File: src/rtl/cnn_layer_accel_net_ctrl.sv
// rtl/cnn_layer_accel_net_ctrl.sv - network command controller: seq load, layer config, row-by-row input fetch
module cnn_layer_accel_net_ctrl #(
  parameter int C_PAYLOAD_WIDTH = 128,
  parameter int C_SEQ_LINE_AW   = 9,
  parameter int C_CFG_WIDTH     = 16
) (
  input  logic                       network_clk,
  input  logic                       network_rst,
  input  logic                       from_network_valid,
  output logic                       from_network_accept,
  input  logic [C_PAYLOAD_WIDTH-1:0] from_network_payload,
  output logic                       to_network_valid,
  input  logic                       to_network_accept,
  output logic [C_PAYLOAD_WIDTH-1:0] to_network_payload,
  output logic                       seq_wren,
  output logic [C_SEQ_LINE_AW-1:0]   seq_wr_addr,
  output logic [C_PAYLOAD_WIDTH-1:0] seq_wr_data,
  output logic [C_CFG_WIDTH-1:0]     num_input_rows_cfg,
  output logic [C_CFG_WIDTH-1:0]     num_input_cols_cfg,
  output logic [C_CFG_WIDTH-1:0]     num_input_depth_cfg,
  output logic                       start,
  output logic                       pix_valid,
  input  logic                       pix_accept,
  output logic [C_PAYLOAD_WIDTH-1:0] pix_data,
  output logic                       busy,
  output logic                       done,
  output logic                       err_opcode
);

  localparam logic [2:0] S_IDLE     = 3'd0;
  localparam logic [2:0] S_SEQ_LOAD = 3'd1;
  localparam logic [2:0] S_START    = 3'd2;
  localparam logic [2:0] S_ROW_REQ  = 3'd3;
  localparam logic [2:0] S_ROW_DATA = 3'd4;
  localparam logic [2:0] S_DONE     = 3'd5;

  localparam logic [3:0] OP_CFG      = 4'h1;
  localparam logic [3:0] OP_SEQ_LOAD = 4'h2;
  localparam logic [3:0] OP_START    = 4'h3;
  localparam logic [3:0] OP_ROW_REQ  = 4'h4;

  logic [2:0]               state;
  logic [C_SEQ_LINE_AW-1:0] seq_len;
  logic [C_SEQ_LINE_AW-1:0] seq_cnt;
  logic [C_CFG_WIDTH-1:0]   row_cnt;
  logic [C_CFG_WIDTH-1:0]   col_cnt;
  logic [3:0]               opcode;
  logic                     pix_xfer;

  assign opcode   = from_network_payload[C_PAYLOAD_WIDTH-1 -: 4];
  assign pix_xfer = (state == S_ROW_DATA) && from_network_valid && pix_accept;

  always_ff @(posedge network_clk or posedge network_rst) begin
    if (network_rst) begin
      state               <= S_IDLE;
      seq_len             <= '0;
      seq_cnt             <= '0;
      row_cnt             <= '0;
      col_cnt             <= '0;
      seq_wren            <= 1'b0;
      seq_wr_addr         <= '0;
      seq_wr_data         <= '0;
      num_input_rows_cfg  <= '0;
      num_input_cols_cfg  <= '0;
      num_input_depth_cfg <= '0;
      err_opcode          <= 1'b0;
    end else begin
      seq_wren   <= 1'b0;
      err_opcode <= 1'b0;
      case (state)
        S_IDLE: begin
          if (from_network_valid) begin
            case (opcode)
              OP_CFG: begin
                num_input_rows_cfg  <= from_network_payload[47:32];
                num_input_cols_cfg  <= from_network_payload[31:16];
                num_input_depth_cfg <= from_network_payload[15:0];
              end
              OP_SEQ_LOAD: begin
                seq_len <= from_network_payload[C_SEQ_LINE_AW-1:0];
                seq_cnt <= '0;
                state   <= S_SEQ_LOAD;
              end
              OP_START: state <= S_START;
              default:  err_opcode <= 1'b1;
            endcase
          end
        end
        S_SEQ_LOAD: begin
          if (from_network_valid) begin
            seq_wren    <= 1'b1;
            seq_wr_addr <= seq_cnt;
            seq_wr_data <= from_network_payload;
            seq_cnt     <= seq_cnt + 1'b1;
            // The terminal beat exits before the counter wrap can matter.
            if (seq_cnt == seq_len) state <= S_IDLE;
          end
        end
        S_START: begin
          row_cnt <= '0;
          state   <= S_ROW_REQ;
        end
        S_ROW_REQ: begin
          if (to_network_accept) begin
            col_cnt <= '0;
            state   <= S_ROW_DATA;
          end
        end
        S_ROW_DATA: begin
          if (pix_xfer) begin
            col_cnt <= col_cnt + 1'b1;
            if (col_cnt == num_input_cols_cfg) begin
              if (row_cnt == num_input_rows_cfg) begin
                state <= S_DONE;
              end else begin
                row_cnt <= row_cnt + 1'b1;
                state   <= S_ROW_REQ;
              end
            end
          end
        end
        S_DONE:  state <= S_IDLE;
        default: state <= S_IDLE;
      endcase
    end
  end

  always_comb begin
    from_network_accept = 1'b0;
    case (state)
      S_IDLE, S_SEQ_LOAD: from_network_accept = 1'b1;
      S_ROW_DATA:         from_network_accept = pix_accept;
      default:            from_network_accept = 1'b0;
    endcase
  end

  // Row data bypasses any register so the quad sees network beats with zero latency.
  assign pix_valid = (state == S_ROW_DATA) && from_network_valid;
  assign pix_data  = (state == S_ROW_DATA) ? from_network_payload : '0;

  assign to_network_valid   = (state == S_ROW_REQ);
  assign to_network_payload = (state == S_ROW_REQ)
                            ? {OP_ROW_REQ, {(C_PAYLOAD_WIDTH-4-C_CFG_WIDTH){1'b0}}, row_cnt}
                            : '0;

  assign start = (state == S_START);
  assign done  = (state == S_DONE);
  assign busy  = (state != S_IDLE);

endmodule

File: config.mk
export PLATFORM = sky130hd
export DESIGN_NAME = cnn_layer_accel_net_ctrl
export DESIGN_NICKNAME = d
export VERILOG_FILES = /design/src/rtl/cnn_layer_accel_net_ctrl.sv
export SDC_FILE = /design/constraint.sdc
export NUM_CORES = 1
export LEC_CHECK = 0
export ABC_CLOCK_PERIOD_IN_PS = 10950
export BUFFER_PORTS_ARGS = -buffer_cell sky130_fd_sc_hd__buf_2
export CAP_MARGIN = 20
export CORE_AREA = 2 2 229 231
export CTS_BUF_LIST = sky130_fd_sc_hd__clkbuf_4
export DETAILED_ROUTE_END_ITERATION = 7
export DIE_AREA = 0 0 231 233
export SLEW_MARGIN = 20
export SYNTH_ARGS = -nofsm -noshare
export SYNTH_HDL_FRONTEND = slang
export SYNTH_SLANG_ARGS = --single-unit
File: constraint.sdc
create_clock -name network_clk -period 10.95 [get_ports network_clk]
set_clock_uncertainty 0.05 [all_clocks]
set_input_delay 1.6425 -clock network_clk [delete_from_list [all_inputs] [get_ports network_clk]]
set_output_delay 1.6425 -clock network_clk [all_outputs]
set_load 0.01 [all_outputs]
==> metrics.txt, run 1 <==
P_sw=around 1.4 mW; Die X=~230 um; number of max-cap violations=0; Layout area overhead=28.69%; clock latency on the worst-skew pair=770 ps; setup TNS=0 ps; adder-cell share of the synthesized area=less than 1%; Worst setup SP type=register; Yosys reg bits=240; cts repair resizes=0; number of global-route vias before repair=approximately 10,000; Hold Vio Cnt, Final=0; Max clock buf depth=3; layout cells sized above 1=about a third; Place WS=between 6000 and 7000 ps; Sequential cell area=between 6000 and 7000 um^2; Slew Limit Fails=0; Cell Pwr Density=approximately 220 nW/um^2; static leakage=slightly below 9 nW; area of the multi-input gates=~5200 um^2; # IOs=582; CP arrival=between 2000 and 3000 ps; prevailing post-synth register cell=dfrtp_1; Starting Density=23.33%; drt wl/cell=15.88 um; switching share of power=roughly 39%; P_int=~2.1 mW; synthesized cell area=between 10,000 and 15,000 um^2; xor-xnor portion of the synthesized cell area=approximately 4.3%; Avg Cell Area, Syn=around 9.2 um^2; residual overflow from global routing=0; placer congestion estimate=slightly above 0.8; post-DP HPWL=between 20 and 30 mm; Worst slew margin=between 30% and 40%; compound-gate portion of the synthesized area=between 3 and 4%; worst path required time=about 9300 ps; drt first pass iters=5; Post-Synth Simple-Gate Area=between 20% and 30%; Post-synth EDFFs=0; main combinational cell family by area after synthesis=simple AND/OR/NAND/NOR gates; mux cell area share after synthesis=5.480%; Crit Path Class=reg -> out; total power=roughly 3.4 mW; status=finished clean; nets=between 1,500 and 2,000; DIE AREA=~54,000 um^2; first-pass GRT wire length=58.12 mm; postcts setup bufs=0; Clock Sinks=240; highest clock rate=about 220 MHz; post-synth cell types=52; initial antenna violation count=3; part of the power in combinational logic=about a third; largest fanout on the critical path=a little under 80; Remaining DRCs=0; Num CTS Buffers=67; period utilization=40.88%; power share of the sequential group=about 43%; clock share of power=a little under a quarter; Root Buffer=clkbuf_4; drt total wl=between 30 and 40 mm; # H-tree levels=3; cell taking the most area after synthesis=dfrtp_1; port bufs=470; Vias per Instance=~4.2; Fin Hold WS=roughly 420 ps; Async SR Flop Fraction=100.0%; Layout fillers=between 5,000 and 6,000; CTS tree=built; row count=83; Least-Margin Pin Slew=about 1000 ps; Die Span Y=roughly 230 um; GRT Total Usage=about 14%; yosys warns=0; Post-Synthesis Cells=around 1,300; unrepaired setup endpoints after global routing=false; setup violators final=0; largest cells by area after synthesis=dfrtp_1 (50%), nand2_1 (14%), buf_4 (7.1%); core area=around 50,000 um^2; final worst slack=around 6500 ps; sequential area share after synthesis=between 50% and 60%; crit path capture type=output pin; Hold-fix buffers, CTS=0; largest net degree at the start of global routing=104; Iteration-0 DRC Markers=354; DR vias=10,420; Final ANT Viol Nets=0; VDD IR max=~87 uV; Clock transition at path regs=70 ps; area share of the largest cell type after synthesis=between 50% and 60%; Tmin final=4476 ps; Tightest Hold Check Type=reg -> reg
## flip-flops by register name, summed over array words and instances (netlist names)
| signal | flops |
|---|---|
| seq_wr_data | 128 |
| col_cnt | 16 |
| num_input_cols_cfg | 16 |
| num_input_depth_cfg | 16 |
| num_input_rows_cfg | 16 |
| row_cnt | 16 |
| seq_cnt | 9 |
| seq_len | 9 |
| seq_wr_addr | 9 |
| state | 3 |
| err_opcode | 1 |
| seq_wren | 1 |
## power groups by stage
| stage | registers (mW) | clock network [mW] | logic, mW |
|---|---|---|---|
| 4_1_cts | 1.48 | 0.861 | 1.19 |
| 2_1_floorplan | 1.58 | 0 | 0.519 |
| 5_1_grt | 1.52 | 0.905 | 1.29 |
| 3_3_place_gp | 1.48 | 0 | 1.17 |
| 3_5_place_dp | 1.48 | 0 | 1.19 |
| 6_report | 1.47 | 0.811 | 1.16 |
## per-stage QoR
stage	instances	utilization (%)	cell area, um^2
after global placement	2391	28.42	14520
after global routing	2502	30.02	15340
after CTS	2501	30.01	15330
after floorplan	1409	-	12330
final	2502	30.02	15340
after detailed placement	2391	28.42	14520
## cell usage after synthesis, types with 2 or more instances
cell type	instances
nand2_1	445
dfrtp_1	240
and2_1	131
buf_4	112
clkbuf_1	54
xor2_1	49
mux2_2	38
nor2_1	30
and3_1	28
mux2_1	20
o21ai_0	19
nand3_1	15
o31ai_1	14
nor4_1	11
xnor2_1	9
or3_1	8
a21oi_1	7
buf_2	7
nor3_1	7
inv_1	6
nand4_1	6
a31oi_1	5
a211oi_1	3
ha_1	3
a211o_1	2
a22o_1	2
nand2b_1	2
or2_2	2
## area by class of cell
cell class | instances | area share [%]
inverters | 7 | 0.2366
flip-flops and latches | 240 | 39.15
diodes | 1 | 0.01631
well taps | 680 | 5.547
multi-input cells | 987 | 34.04
repair buffers | 477 | 15.70
clock inverters | 13 | 0.5547
clock buffers | 97 | 4.748
## per-layer routing
metal | up-vias | GRT usage [%] | part of all wire [%]
met2 | 474 | 24.47 | 49
li1 | 4935 | - | -
met5 | - | 0 | 0.078
met4 | 4 | 7.036 | 3.7
met1 | 4923 | 16.39 | 40
met3 | 80 | 3.848 | 7.2
## layout by cell type, fill, tap and decap left out, types with 6 or more instances in the layout
master    Yosys  final
buf_2         7    470
nand2_1     445    444
dfrtp_1     240    240
and2_1      131    131
conb_1        1    111
clkbuf_4      0     97
xor2_1       49     49
mux2_2       38     38
nor2_1       30     30
and3_1       28     28
mux2_1       20     20
o21ai_0      19     19
nand3_1      15     15
o31ai_1      14     14
nor4_1       11     11
xnor2_1       9      9
or3_1         8      7
nor3_1        7      7
a21oi_1       7      7
nand4_1       6      6
buf_4       112      6
## cell families (layout without fill, tap and decap cells)
kind of cell    count (synthesis)  in the layout
fa+ha+maj                       3              3
simple gates                  696            696
mux                            58             58
compound gates                 61             61
other cells                     1            112
xor+xnor                       58             58
buf+inv                       182            594
flops                         240            240
## path summary, 6_finish.rpt
path,startpoint,slack (ps),endpoint,cells after the start
setup / recovery,state[1],6470,pix_data[104],4
hold / removal,seq_wr_data[87],420,seq_wr_data[87],2
setup reg to reg,state[0],7140,seq_wr_data[65],6
hold reg to reg,seq_wr_data[87],420,seq_wr_data[87],2
max in group asynchronous,network_rst,7920,seq_cnt[8],4
min in group asynchronous,network_rst,930,seq_wr_data[84],2
## worst max-delay path: stages (launching register included)
cell	delay [ps]
dfrtp_1	710
nor3b_4	310
buf_4	520
and2_1	260
buf_2	150
Note: power is estimated with default switching activity, not from simulation.
==> run 2: changes to the inputs <==
- ABC_CLOCK_PERIOD_IN_PS: 10950 -> 4310
- clock period: 10.95 -> 4.31 ns (I/O delays scaled with it)
==> run 2 against run 1 <==
Register-to-register slack worse by 5700 ps. Via count up 5.9%. Total power rose to 2.6 times the previous value. Sequential share of layout area down 3.1 points.
==> metrics.txt, run 2 (synthesis gave the netlist of run 1 again) <==
DR vias=11,030 (+5.9%); drt wl/cell=15.89 um (about the same); status=finished clean; Clock Sinks=240 (unchanged); drt total wl=41.72 mm (+5.0%); Tmin final=between 3000 and 4000 ps; Hold Vio Cnt, Final=0 (unchanged); # H-tree levels=3 (unchanged); Max clock buf depth=3 (unchanged); Final ANT Viol Nets=0 (unchanged); CP arrival=2790 ps (about the same); largest net degree at the start of global routing=90 (-13%); Worst slew margin=39.31% (+5.8 points); placer congestion estimate=0.8010 (-2.7%); Tightest Hold Check Type=in -> reg; Hold Startpoint=from_network_payload[80]; worst path required time=3610 ps (-5650 ps); GRT Total Usage=15.07% (+0.80 points); R2R setup slack=1410 ps (-5730 ps); Root Buffer=clkbuf_4; CTS tree=built; Layout area overhead=39.62%; cts repair resizes=0 (unchanged); layout cells sized above 1=32.99% (-1.8 points); Final Core Density=32.57% (+2.5 points); Layout fillers=5,260 (-4.0%); hold path depth=3 (+1); residual overflow from global routing=0 (unchanged); Iteration-0 DRC Markers=396 (+12%); Clock transition at path regs=70 ps (about the same); port bufs=470 (unchanged); Die Span Y=233 um (unchanged); drt first pass iters=5 (unchanged); nets=2,041 (+6.5%); highest clock rate=between 200 and 300 MHz; Largest register FFs=128 (unchanged); worst r2r src=state[1]; number of global-route vias before repair=11,130 (+9.9%); period utilization=between 80% and 90%; core area=51,090 um^2 (unchanged); Slew Limit Fails=0 (unchanged); crit path capture type=output pin; Least-Margin Pin Slew=910.3 ps (-86.97 ps); VDD IR max=257.9 uV (+200%); most frequent cells in the layout=buf_2 (470), nand2_1 (444), dfrtp_1 (240); # IOs=582 (unchanged); unrepaired setup endpoints after global routing=false; Die X=231 um (unchanged); met1 Use GR=16.82% (+0.43 points); setup TNS=0 ps (unchanged); met2 Usage GRT=26.04% (+1.6 points); number of max-cap violations=0 (unchanged); Hold Path Sink=seq_wr_data[80]; largest fanout on the critical path=89 (+16%); setup violators final=0 (unchanged); most common cell after layout, fill and taps aside=buf_2; Num CTS Buffers=70 (+4.5%); clock latency on the worst-skew pair=750 ps (-20 ps); Cell Pwr Density=540.5 nW/um^2 (+140%); GRT busiest layer=met2; Worst setup SP type=register; Crit Path Class=reg -> out; DIE AREA=53,820 um^2 (unchanged); Largest Register=seq_wr_data; Register-to-Register Path Depth=5 (-1); Starting Density=23.33% (unchanged); Crit Reg-Reg Endpoint=num_input_rows_cfg[0]; initial antenna violation count=1 (-2); grt met3 use=3.873% (+0.025 points); row count=83 (unchanged); post-DP HPWL=29.74 mm (+1.7%); Remaining DRCs=0 (unchanged); Vias per Instance=4.202 (+0.94%); first-pass GRT wire length=62.20 mm (+7.0%); static leakage=9.336 nW (+6.3%)
## run 2: cell type report
class	instances	area (um^2)	area share [%]
flip-flops and latches	240	6006	36.09
diodes	2	5.005	0.03008
inverters	7	32.53	0.1955
clock inverters	11	123.9	0.7444
clock buffers	99	743.2	4.466
well taps	680	850.8	5.113
repair buffers	599	3659	21.98
multi-input cells	987	5221	31.38
## run 2: worst max-delay path, cell delays in order (launching register included)
cell and delay (ps):
dfrtp_1 680, nor3b_4 300, buf_4 550, and2_1 240, buf_2 140
## run 2: worst max-delay path by stage
stage | start | to | slack, ps | cells past startpoint
after global placement | from_network_payload[126] | num_input_rows_cfg[0] | 1320 | 6
after floorplan | network_rst | col_cnt[0] | 470 | 1
final | state[1] | pix_data[106] | 830 | 4
after CTS | state[1] | pix_data[105] | 730 | 4
after detailed placement | from_network_payload[126] | num_input_rows_cfg[2] | 1290 | 6
after global routing | state[1] | pix_data[106] | 570 | 4
## run 2: power by group
part | switching (mW) | total, mW | internal, mW | leakage (nW)
clock network | 0.992 | 2.21 | 1.22 | 0.517
logic | 1.82 | 3.06 | 1.23 | 5.77
registers | 0.613 | 3.73 | 3.11 | 3.05
## run 2: repair_timing
item,in CTS,in global routing
hold buffers,115,0
endpoints found under the hold margin,177,0
setup buffers,0,0
## run 2: stage by stage
| step | power, mW | worst slack [ps] | cells | cell area (um^2) | hold slack, ps |
|---|---|---|---|---|---|
| 2_1_floorplan | 5.338 | 465.7 | 1409 | 12340 | 449.3 |
| 3_3_place_gp | 6.717 | 1325 | 2398 | 14620 | 402.8 |
| 3_5_place_dp | 6.789 | 1291 | 2398 | 14620 | 406.4 |
| 4_1_cts | 9.193 | 734.7 | 2623 | 16640 | 1.450 |
| 5_1_grt | 9.678 | 565.4 | 2624 | 16640 | 32.27 |
| 6_report | 8.995 | 828.0 | 2625 | 16640 | 140.1 |
## run 2: metal layers
metal / vias to the layer above / part of all wire (%)
met5: - / 0
met4: 0 / 4.1
met3: 88 / 7.3
met2: 519 / 50
met1: 5256 / 38
li1: 5168 / -
==> run 3: changes to the inputs <==
- ABC_AREA: not set -> 1
- ABC_CLOCK_PERIOD_IN_PS: 4310 -> 2900
- CORE_AREA: 2 2 229 231 -> 2 2 225 227
- DIE_AREA: 0 0 231 233 -> 0 0 227 229
- clock period: 4.31 -> 2.9 ns (I/O delays scaled with it)
==> run 3 against run 2 <==
Critical path type unchanged. Routed wire length grew 8.1%. First-iteration DRC count grew 100%. Sequential share of layout area shrank 1.2 points. Cell count grew 12%. Via count grew 12%. Design area grew 3.5%. Register-to-register slack lost 750 ps. Die area shrank 3.4%. Synthesized area grew 2.4%. Worst setup slack lost 610 ps. Clock-buffer cell count grew 3.
==> metrics.txt, run 3 <==
status=finished clean; Tightest Hold Check Type=in -> reg; period utilization=92.44%; Post-DP Area=14,940 um^2 (+2.2%); Root Buffer=clkbuf_4; largest net degree at the start of global routing=96 (+6.7%); highest clock rate=373.0 MHz; port bufs=470 (unchanged); Clock Sinks=240 (unchanged); largest cells by area after synthesis=dfrtp_1 (49%), nand2_1 (12%), nor2_1 (7.2%); Die X=227 um (-1.7%); drt total wl=45.12 mm (+8.1%); power share of the sequential group=39.6% (-1.8 points); CTS tree=built; Hold Vio Cnt, Final=0 (unchanged); Crit Reg-Reg Endpoint=col_cnt[7]; Iteration-0 DRC Markers=791 (+100%); Post-synth top cells=nand2_1 (382), dfrtp_1 (240), nor2_1 (234); row count=82 (-1.2%); sequential area share after synthesis=49.21% (-1.2 points); Remaining DRCs=0 (unchanged); P_int=8.703 mW (+56%); Starting Density=24.58% (+1.3 points); Slowest cell on crit path=dfrtp_1; P_sw=5.727 mW (+67%); Final ANT Viol Nets=0 (unchanged); most frequent cell after synthesis=nand2_1; switching share of power=39.69% (+1.6 points); CP arrival=2200 ps (-590 ps); Vias per Instance=4.209 (+0.15%); clock latency on the worst-skew pair=770 ps (+20 ps); number of global-route vias before repair=12,030 (+8.1%); unrepaired setup endpoints after global routing=false; Largest register FFs=128 (unchanged); Critical Path Sink=pix_data[94]; Yosys reg bits=240 (unchanged); dpl cells=2,697 (+12%); DR vias=12,410 (+12%); post-DP HPWL=32.89 mm (+11%); first-pass GRT wire length=67.39 mm (+8.4%); Num CTS Buffers=72 (+2.9%); largest fanout on the critical path=61 (-31%); Tmin final=between 2000 and 3000 ps; slowest cell delay on critical path=460 ps (-220 ps); clock share of power=24.3% (-0.3 points); Worst Setup SP=state[0]; Hold Startpoint=from_network_payload[127]; CP top delay family=simple AND/OR/NAND/NOR gates; static leakage=9.655 nW (+3.4%); yosys warns=0 (unchanged); Worst slew margin=56.69% (+17 points); DIE AREA=51,980 um^2 (-3.4%); total power=14.43 mW (+60%); crit path capture type=output pin; placer congestion estimate=0.9446 (+18%); Least-Margin Pin Slew=648.3 ps (-261.9 ps); worst r2r src=state[0]; Post-synth EDFFs=0 (unchanged); part of the power in combinational logic=36.1% (+2.1 points); most frequent cells in the layout=buf_2 (470), nand2_1 (381), dfrtp_1 (240); core area=49,660 um^2 (-2.8%); Levels on crit path=5 (+1); cell taking the most area after synthesis=dfrtp_1; Layout area overhead=41.11%; residual overflow from global routing=0 (unchanged); Cell Pwr Density=837.9 nW/um^2 (+55%); Worst setup SP type=register; most common cell after layout, fill and taps aside=buf_2; number of max-cap violations=0 (unchanged); setup violators final=0 (unchanged); worst path required time=2410 ps (-1200 ps); Final Non-Filler Cells=2,948 (+12%); Register-to-Register Path Depth=13 (+8); # IOs=582 (unchanged); GRT Total Usage=16.97% (+1.9 points); synthesized cell area=12,210 um^2 (+2.4%); Slew Limit Fails=0 (unchanged); R2R setup slack=660 ps (-750 ps); setup TNS=0 ps (unchanged); critical path buffer and inverter count=2 (unchanged); Post-Synthesis Cells=1,601 (+23%); drt wl/cell=15.30 um (-3.7%); VDD IR max=327.7 uV (+27%); Largest Register=seq_wr_data; Clock transition at path regs=60 ps (about the same); Async SR Flop Fraction=100.0% (unchanged); Crit Path Class=reg -> out; # H-tree levels=3 (unchanged); initial antenna violation count=1 (unchanged); Avg Cell Area, Syn=7.624 um^2 (-17%); post-route cell area=17,220 um^2 (+3.5%); nets=2,366 (+16%); drt first pass iters=5 (unchanged); Die Span Y=229 um (-1.7%); layout cells sized above 1=27.52% (-5.5 points); prevailing post-synth register cell=dfrtp_1; post-synth cell types=35 (-33%); crit path cell chain=nor2_4 > nand2_4 > buf_12 > nor2_1 > buf_2; area share of the largest cell type after synthesis=49.21% (-1.2 points); Max clock buf depth=3 (unchanged)
run 3: changes by cell type in the layout (fill, tap and decap cells not counted), moves of 15 or more:
cell,before,now
inv_1,5,222
nor2_1,30,229
o21ai_0,19,174
and2_1,131,0
nand2_1,444,381
mux2_2,38,0
xor2_1,49,16
and3_1,28,0
a21oi_1,7,27
mux2_1,20,0
nand3_1,15,35
nor3_1,7,27
o21ai_1,1,19
dlygate4sd3_1,115,130
run 3: layout make-up:
class | instances | area, um^2
Antenna cell | 1 | 2.502
Fill cell | 5253 | 32430
Timing Repair Buffer | 624 | 3934
Clock buffer | 102 | 765.7
Sequential cell | 240 | 6006
Tap cell | 672 | 840.8
Multi-Input combinational cell | 1066 | 4633
Inverter | 226 | 857.1
Clock inverter | 17 | 183.9
run 3: repair_timing:
item / CTS / global route
pin swaps: 1 / 0
hold endpoints to repair: 198 / 0
setup buffers: 1 / 0
resized for setup: 4 / 2
setup endpoints to repair: 64 / 11
hold buffers: 130 / 0
run 3: kinds of logic after synthesis:
group	Yosys count	share of synthesized area, %
fa+ha+maj	3	0.3076
compound gates	227	9.441
buf+inv	405	16.42
other cells	1	0.03072
flops	240	49.21
xor+xnor	21	1.507
simple gates	704	23.09
run 3: metal layers:
metal  routed length (um)  vias to the layer above  GRT usage [%]
met1                19070                     5783          21.19
met3                 3470                      129          5.324
met2                20440                      526          25.96
li1                     -                     5969              -
met4                 2135                        0          9.314
met5                    0                        -              0
run 3: stage by stage:
step,setup slack (ps),hold slack (ps),utilization (%)
2_1_floorplan,-732.8,421.9,-
4_1_cts,53.90,27.28,34.66
3_3_place_gp,600.4,412.6,30.09
6_report,219.4,130.3,34.68
3_5_place_dp,489.7,417.6,30.09
5_1_grt,20.78,108.2,34.68
run 3: power groups by stage:
stage | clock network, mW | registers (mW) | logic, mW
finish | 3.50 | 5.72 | 5.21
global placement | 0 | 5.72 | 5.02
floorplan | 0 | 6.21 | 2.25
CTS | 3.67 | 5.72 | 5.26
detailed placement | 0 | 5.76 | 5.10
global route | 3.83 | 5.90 | 5.84
run 3: worst min-delay path, cell delays in order:
cell and delay, ps:
buf_2 90, inv_1 90, buf_4 150, o21ai_0 90
run 3: worst min path at each step:
stage / end / slack (ps) / cells past startpoint
6_report: seq_wr_data[127] / 130 / 4
4_1_cts: state[0] / 30 / 6
2_1_floorplan: seq_len[3] / 420 / 2
5_1_grt: seq_wr_data[127] / 110 / 4
3_5_place_dp: seq_wr_data[58] / 420 / 2
3_3_place_gp: seq_wr_data[93] / 410 / 2
